===== src/rtl/shift_defs.sv =====
// Shared shifter constants: Shiftop encodings, datapath width and sequencer states.
// No logic and no latency; used by both the iterative and the combinational shifter.
package shift_defs;

  localparam int DATA_WIDTH = 32;
  localparam int SHAMT_W    = 5;

  localparam logic [1:0] SHIFT_L   = 2'b00;
  localparam logic [1:0] SHIFT_RSV = 2'b01;
  localparam logic [1:0] SHIFT_LR  = 2'b10;
  localparam logic [1:0] SHIFT_AR  = 2'b11;

  typedef enum logic [1:0] {
    IDLE  = 2'd0,
    SHIFT = 2'd1,
    DONE  = 2'd2
  } state_t;

  function automatic logic [SHAMT_W-1:0] min_shamt(input logic [SHAMT_W-1:0] a,
                                                   input logic [SHAMT_W-1:0] b);
    return (a < b) ? a : b;
  endfunction

endpackage


===== src/rtl/shift_step.sv =====
// One shift increment of at most STEP bits.
// Purely combinational (zero latency); it has no handshake, so it exerts no backpressure.
module shift_step
  import shift_defs::*;
#(
  parameter int DATA_WIDTH = shift_defs::DATA_WIDTH,
  parameter int STEP       = 4,
  localparam int KW        = $clog2(STEP + 1)
) (
  input  logic [DATA_WIDTH-1:0] data,
  input  logic [KW-1:0]         k,
  input  logic [1:0]            op,
  input  logic                  fill,
  output logic [DATA_WIDTH-1:0] shifted
);

  logic [2*DATA_WIDTH-1:0] ext;

  // Right shifts pull fill bits in from an upper half that replicates the fill value.
  always_comb begin
    ext     = {{DATA_WIDTH{fill & (op == SHIFT_AR)}}, data};
    shifted = '0;
    case (op)
      SHIFT_L:            shifted = data << k;
      SHIFT_LR, SHIFT_AR: shifted = DATA_WIDTH'(ext >> k);
      default:            shifted = '0;
    endcase
  end

endmodule


===== src/rtl/seq_shifter.sv =====
// Iterative SLL/SRL/SRA unit: latency 1 + ceil(shamt/STEP) cycles (1 for shamt 0 or op 01).
// One op in flight: in_ready only in IDLE; DONE holds Result until out_ready.
module seq_shifter
  import shift_defs::*;
#(
  parameter int DATA_WIDTH = shift_defs::DATA_WIDTH,
  parameter int STEP       = 4
) (
  input  logic                  clk,
  input  logic                  rst,
  input  logic                  in_valid,
  output logic                  in_ready,
  input  logic [DATA_WIDTH-1:0] A,
  input  logic [DATA_WIDTH-1:0] B,
  input  logic [1:0]            Shiftop,
  output logic                  out_valid,
  input  logic                  out_ready,
  output logic [DATA_WIDTH-1:0] Result
);

  localparam int KW = $clog2(STEP + 1);
  localparam logic [SHAMT_W-1:0] STEP_AMT = SHAMT_W'(STEP);

  state_t               state, state_nxt;
  logic [DATA_WIDTH-1:0] data_q, data_step;
  logic [SHAMT_W-1:0]    rem_q, k_amt;
  logic [1:0]            op_q;
  logic                  sign_q;
  logic                  accept, last_step;
  logic                  unused_b;

  assign unused_b  = ^B[DATA_WIDTH-1:SHAMT_W];
  assign accept    = in_valid && (state == IDLE);
  assign k_amt     = min_shamt(rem_q, STEP_AMT);
  // rem - k reaches zero exactly when the remainder fits in one step.
  assign last_step = (rem_q == k_amt);

  always_ff @(posedge clk or negedge rst) begin
    if (!rst) state <= IDLE;
    else      state <= state_nxt;
  end

  always_comb begin
    state_nxt = state;
    case (state)
      IDLE: begin
        if (accept) begin
          if (Shiftop == SHIFT_RSV || B[SHAMT_W-1:0] == '0) state_nxt = DONE;
          else                                               state_nxt = SHIFT;
        end
      end
      SHIFT:   if (last_step) state_nxt = DONE;
      DONE:    if (out_ready) state_nxt = IDLE;
      default: state_nxt = IDLE;
    endcase
  end

  shift_step #(
    .DATA_WIDTH(DATA_WIDTH),
    .STEP      (STEP)
  ) u_step (
    .data   (data_q),
    .k      (k_amt[KW-1:0]),
    .op     (op_q),
    .fill   (sign_q),
    .shifted(data_step)
  );

  // The sign bit is kept apart from data_q so SRA fill does not depend on partially shifted data.
  always_ff @(posedge clk or negedge rst) begin
    if (!rst) begin
      data_q <= '0;
      rem_q  <= '0;
      op_q   <= SHIFT_L;
      sign_q <= 1'b0;
    end else if (accept) begin
      data_q <= (Shiftop == SHIFT_RSV) ? '0 : A;
      rem_q  <= B[SHAMT_W-1:0];
      op_q   <= Shiftop;
      sign_q <= A[DATA_WIDTH-1];
    end else if (state == SHIFT) begin
      data_q <= data_step;
      rem_q  <= rem_q - k_amt;
    end
  end

  assign in_ready  = (state == IDLE);
  assign out_valid = (state == DONE);
  assign Result    = data_q;

endmodule


===== config.mk =====
export PLATFORM = sky130hd
export DESIGN_NAME = seq_shifter
export DESIGN_NICKNAME = d
export VERILOG_FILES = /design/src/rtl/shift_defs.sv /design/src/rtl/shift_step.sv /design/src/rtl/seq_shifter.sv
export SDC_FILE = /design/constraint.sdc
export NUM_CORES = 1
export LEC_CHECK = 0
export ABC_AREA = 1
export BUFFER_PORTS_ARGS = -buffer_cell sky130_fd_sc_hd__clkbuf_2
export CORE_UTILIZATION = 55
export CTS_BUF_LIST = sky130_fd_sc_hd__clkbuf_4 sky130_fd_sc_hd__clkbuf_8
export DETAILED_ROUTE_END_ITERATION = 12
export HOLD_SLACK_MARGIN = 0.1
export PLACE_DENSITY = 0.9
export SYNTH_ARGS = -nofsm -noshare
export SYNTH_HDL_FRONTEND = slang
export SYNTH_HIERARCHICAL = 1
export SYNTH_SLANG_ARGS = --single-unit

===== constraint.sdc =====
create_clock -name clk -period 2.8 [get_ports clk]
set_input_delay 0.28 -clock clk [delete_from_list [all_inputs] [get_ports clk]]
set_output_delay 0.28 -clock clk [all_outputs]
set_load 0.02 [all_outputs]

==> results.py <==
metrics = {
    "status": {
        "outcome": "completed",
    },
    "clock_network": {
        "htreeDepth": 2,
        "number_of_buffers_created_by_cts": 5,
        "cts.sinks": 42,
        "clock_tree.buffer_depth": 2,
        "cts.root.buffer_cell": "sky130_fd_sc_hd__clkbuf_8",
        "cts_hold_buffers": 0,
        "post-cts-setup-buffers": 0,
        "path_clk_slew_ps": 90,
        "post_cts.resized_instances": 0,
        "insertion_delay_ps": 300,
        "cts_tree": "built",
    },
    "detailed_routing": {
        "drcViolationCount": 0,
        "drt-total-wl_um": 13600,
        "routed-via-count": 5175,
        "post_drt_wl_per_cell_um": 16.9,
        "drtIter0Drc": 754,
        "drtPass1Iterations": 7,
        "detail_route.vias_per_cell": 6.41,
        "drt.antenna.violating_nets": 0,
    },
    "layout": {
        "antenna_cells": 0,
        "instances_no_fill": 807,
        "flow.area_growth_from_synthesis_pct": 8.13,
        "fin_nets": 776,
        "layout-drive-gt1-share_pct": 22.7,
    },
    "synth": {
        "syn-mean-instance-area_um2": 6.83,
        "netlist_area_um2": 4470,
        "ys_seq_elements": 42,
        "yosys_warnings": 6,
        "synthDistinctLibCells": 30,
        "synth.net_count": 726,
        "netlist_instances": 654,
        "sequential_fraction_of_the_synthesis_area_pct": 23.5,
    },
    "global_routing": {
        "global_route.overflow_total": 0,
        "grt_start_max_net_pins": 64,
        "grt_pass1_vias": 4429,
        "grtUsageMet2_pct": 50.2,
        "top_usage_layer": "met2",
        "use_met1_pct": 46.5,
        "grt_usage_pct": 32.2,
        "number_of_antenna_violations_at_the_first_check_in_global_routing": 0,
        "global_route_wire_length_before_repair_um": 22200,
        "grtUsageMet3_pct": 5.06,
    },
    "setup_path": {
        "critPathArrivalTime_ps": 2670,
        "worst_path_most_repeated_cell": "sky130_fd_sc_hd__nand2_1",
        "timing.reg2reg.setup_slack_ps": 320,
        "critPathKind": "register to register",
        "cp.required_ps": 2990,
        "r2r-start": "rem_q[4]$_DFFE_PN0P_",
        "worst_r2r_endpoint": "Result[27]$_DFFE_PN0P_",
        "cp-start-kind": "register",
        "crit_slowest_cell": "sky130_fd_sc_hd__dfrtp_1",
        "worstPathCellList": "nor2_1 -> nand2_1 -> nor2_2 -> inv_4 -> nand2_1 -> nand3_1 -> nand2_1 -> nor2_1 -> nor2_1 -> nand2_1 -> o21ai_0 -> nand2_1 -> o21ai_1 -> inv_1",
        "reg2reg_depth": 14,
        "slowest_delay_ps": 410,
        "critical_path.max_fanout": 33,
        "nature_of_the_critical_path_endpoint": "register",
    },
    "placed_design": {
        "post-place-cells": 799,
        "place.gp.congestion": 0.966,
        "hpwl_after_dpl_um": 9570,
        "port_buffers": 76,
        "post-place-ws_ps": 414,
    },
    "sta": {
        "worstMarginPinSlew_ps": 1110,
        "worst_slew_margin_rel_pct": 26.2,
        "post-route-min-period_ps": 2480,
        "hold_viol_final": 0,
        "grt_setup_unrepaired": "false",
        "finalWorstSetupSlack_ps": 323,
        "slew_viol_final": 0,
        "skew_ps": 10.9,
        "finalSetupViolations": 0,
        "period_share_pct": 88.5,
        "fmax_ghz": 0.404,
        "setup-tns-final_ps": 0,
    },
    "min_path": {
        "min_path_type": "primary input to async pin",
    },
    "floorplanning": {
        "fp.dieArea_um2": 8480,
        "placement_rows": 32,
        "initial_utilization_pct": 57.2,
        "die_h_um": 92.1,
        "floorplan.core_area_um2": 7810,
        "floorplan.io_pins": 104,
        "fp.dieW_um": 92.1,
    },
    "power": {
        "peak_supply_drop_uv": 831,
        "leakage_nw": 2.20,
        "power.density_nw_per_um2": 1410,
        "cell_internal_pwr_mw": 2.92,
        "power.net_switching_mw": 3.90,
        "power.sequential.fraction_pct": 19.8,
        "comb_power_share_pct": 73.7,
        "power.clock.fraction_pct": 6.5,
        "power.share.switching_pct": 57.2,
    },
    "flow_run": {
        "maxCapViolations": 0,
    },
}
per-stage QoR:
stage	utilization, %	area (um^2)	hold slack (ps)	total power [mW]
global placement	60.6	4730	492	6.15
global route	61.8	4830	196	7.41
detailed placement	60.6	4730	501	6.28
finish	61.8	4830	160	6.83
floorplan	-	4470	-15.6	5.29
CTS	61.8	4830	189	6.74
layout make-up:
| cell class | count | area (um^2) |
|---|---|---|
| clock buffers | 7 | 90.1 |
| flip-flops and latches | 42 | 1050 |
| repair buffers | 89 | 478 |
| clock inverters | 1 | 5.00 |
| well taps | 102 | 128 |
| fillers | 732 | 2980 |
| multi-input cells | 534 | 2950 |
| inverters | 32 | 131 |
worst max-delay path by stage:
stage | start | to | slack [ps] | cells past startpoint
2_1_floorplan | rem_q[4]$_DFFE_PN0P_ | Result[27]$_DFFE_PN0P_ | 660 | 16
3_3_place_gp | rem_q[4]$_DFFE_PN0P_ | Result[27]$_DFFE_PN0P_ | 490 | 14
3_5_place_dp | rem_q[3]$_DFFE_PN0P_ | Result[27]$_DFFE_PN0P_ | 410 | 14
4_1_cts | rem_q[3]$_DFFE_PN0P_ | Result[27]$_DFFE_PN0P_ | 390 | 14
5_1_grt | rem_q[3]$_DFFE_PN0P_ | Result[27]$_DFFE_PN0P_ | 120 | 14
6_report | rem_q[4]$_DFFE_PN0P_ | Result[27]$_DFFE_PN0P_ | 320 | 14
sequential cells by signal, indices dropped and copies added, names as in the netlist:
register and count:
rem_q 5, op_q 2, sign_q 1, Result 32, state 2
cells in the mapped netlist, drive strengths merged:
master	n	area (um^2)
nand3	271	1470
a21oi	7	35.0
nand4	23	144
and2	1	6.26
conb	2	7.51
dfrtp	42	1050
nor3	1	5.00
nor2	16	82.6
ha	2	25.0
or2	1	6.26
a2bb2oi	24	360
o21ai	46	230
clkinv	2	13.8
nand2	135	527
inv	30	118
buf	46	348
o31ai	1	7.51
o211ai	4	30.0
metal layers:
metal  share of wire, %  vias to the layer above
met4                1.8                        0
met1                 43                     2368
li1                   -                     2433
met2                 45                      340
met3                9.7                       34
met5                  0                        -
cells in the final DEF (no fill, tap or decap), types with 11 or more instances in the layout:
| master | instances |
|---|---|
| sky130_fd_sc_hd__nand3_2 | 20 |
| sky130_fd_sc_hd__a2bb2oi_2 | 24 |
| sky130_fd_sc_hd__clkbuf_2 | 76 |
| sky130_fd_sc_hd__o21ai_0 | 22 |
| sky130_fd_sc_hd__dfrtp_1 | 42 |
| sky130_fd_sc_hd__nand2_1 | 131 |
| sky130_fd_sc_hd__nand3_1 | 250 |
| sky130_fd_sc_hd__nand4_1 | 23 |
| sky130_fd_sc_hd__nor2_1 | 11 |
| sky130_fd_sc_hd__buf_4 | 13 |
| sky130_fd_sc_hd__inv_1 | 24 |
| sky130_fd_sc_hd__o21ai_1 | 24 |
kinds of logic (layout without fill, tap and decap cells):
group,after synthesis,in the layout,share of synthesized area [%]
compound gates,82,82,14.9
fa+ha+maj,2,2,0.560
buf+inv,78,129,10.7
flops,42,42,23.5
other cells,2,2,0.168
simple gates,448,448,50.2
worst max-delay path, delay by kind of cell, from the launching register on:
family | cells | cell delay (ps)
AOI/OAI and AO/OA | 2 | 300
and+or+nand+nor | 10 | 1420
buffers and inverters | 2 | 250
DFF | 1 | 410
power by group through the flow:
| stage | Combinational (mW) | Clock, mW | Sequential (mW) |
|---|---|---|---|
| 3_3_place_gp | 4.81 | 0 | 1.34 |
| 6_report | 5.03 | 0.442 | 1.35 |
| 4_1_cts | 4.95 | 0.444 | 1.35 |
| 2_1_floorplan | 3.75 | 0 | 1.54 |
| 5_1_grt | 5.54 | 0.478 | 1.40 |
| 3_5_place_dp | 4.92 | 0 | 1.36 |
(Power assumes the default switching activity.)
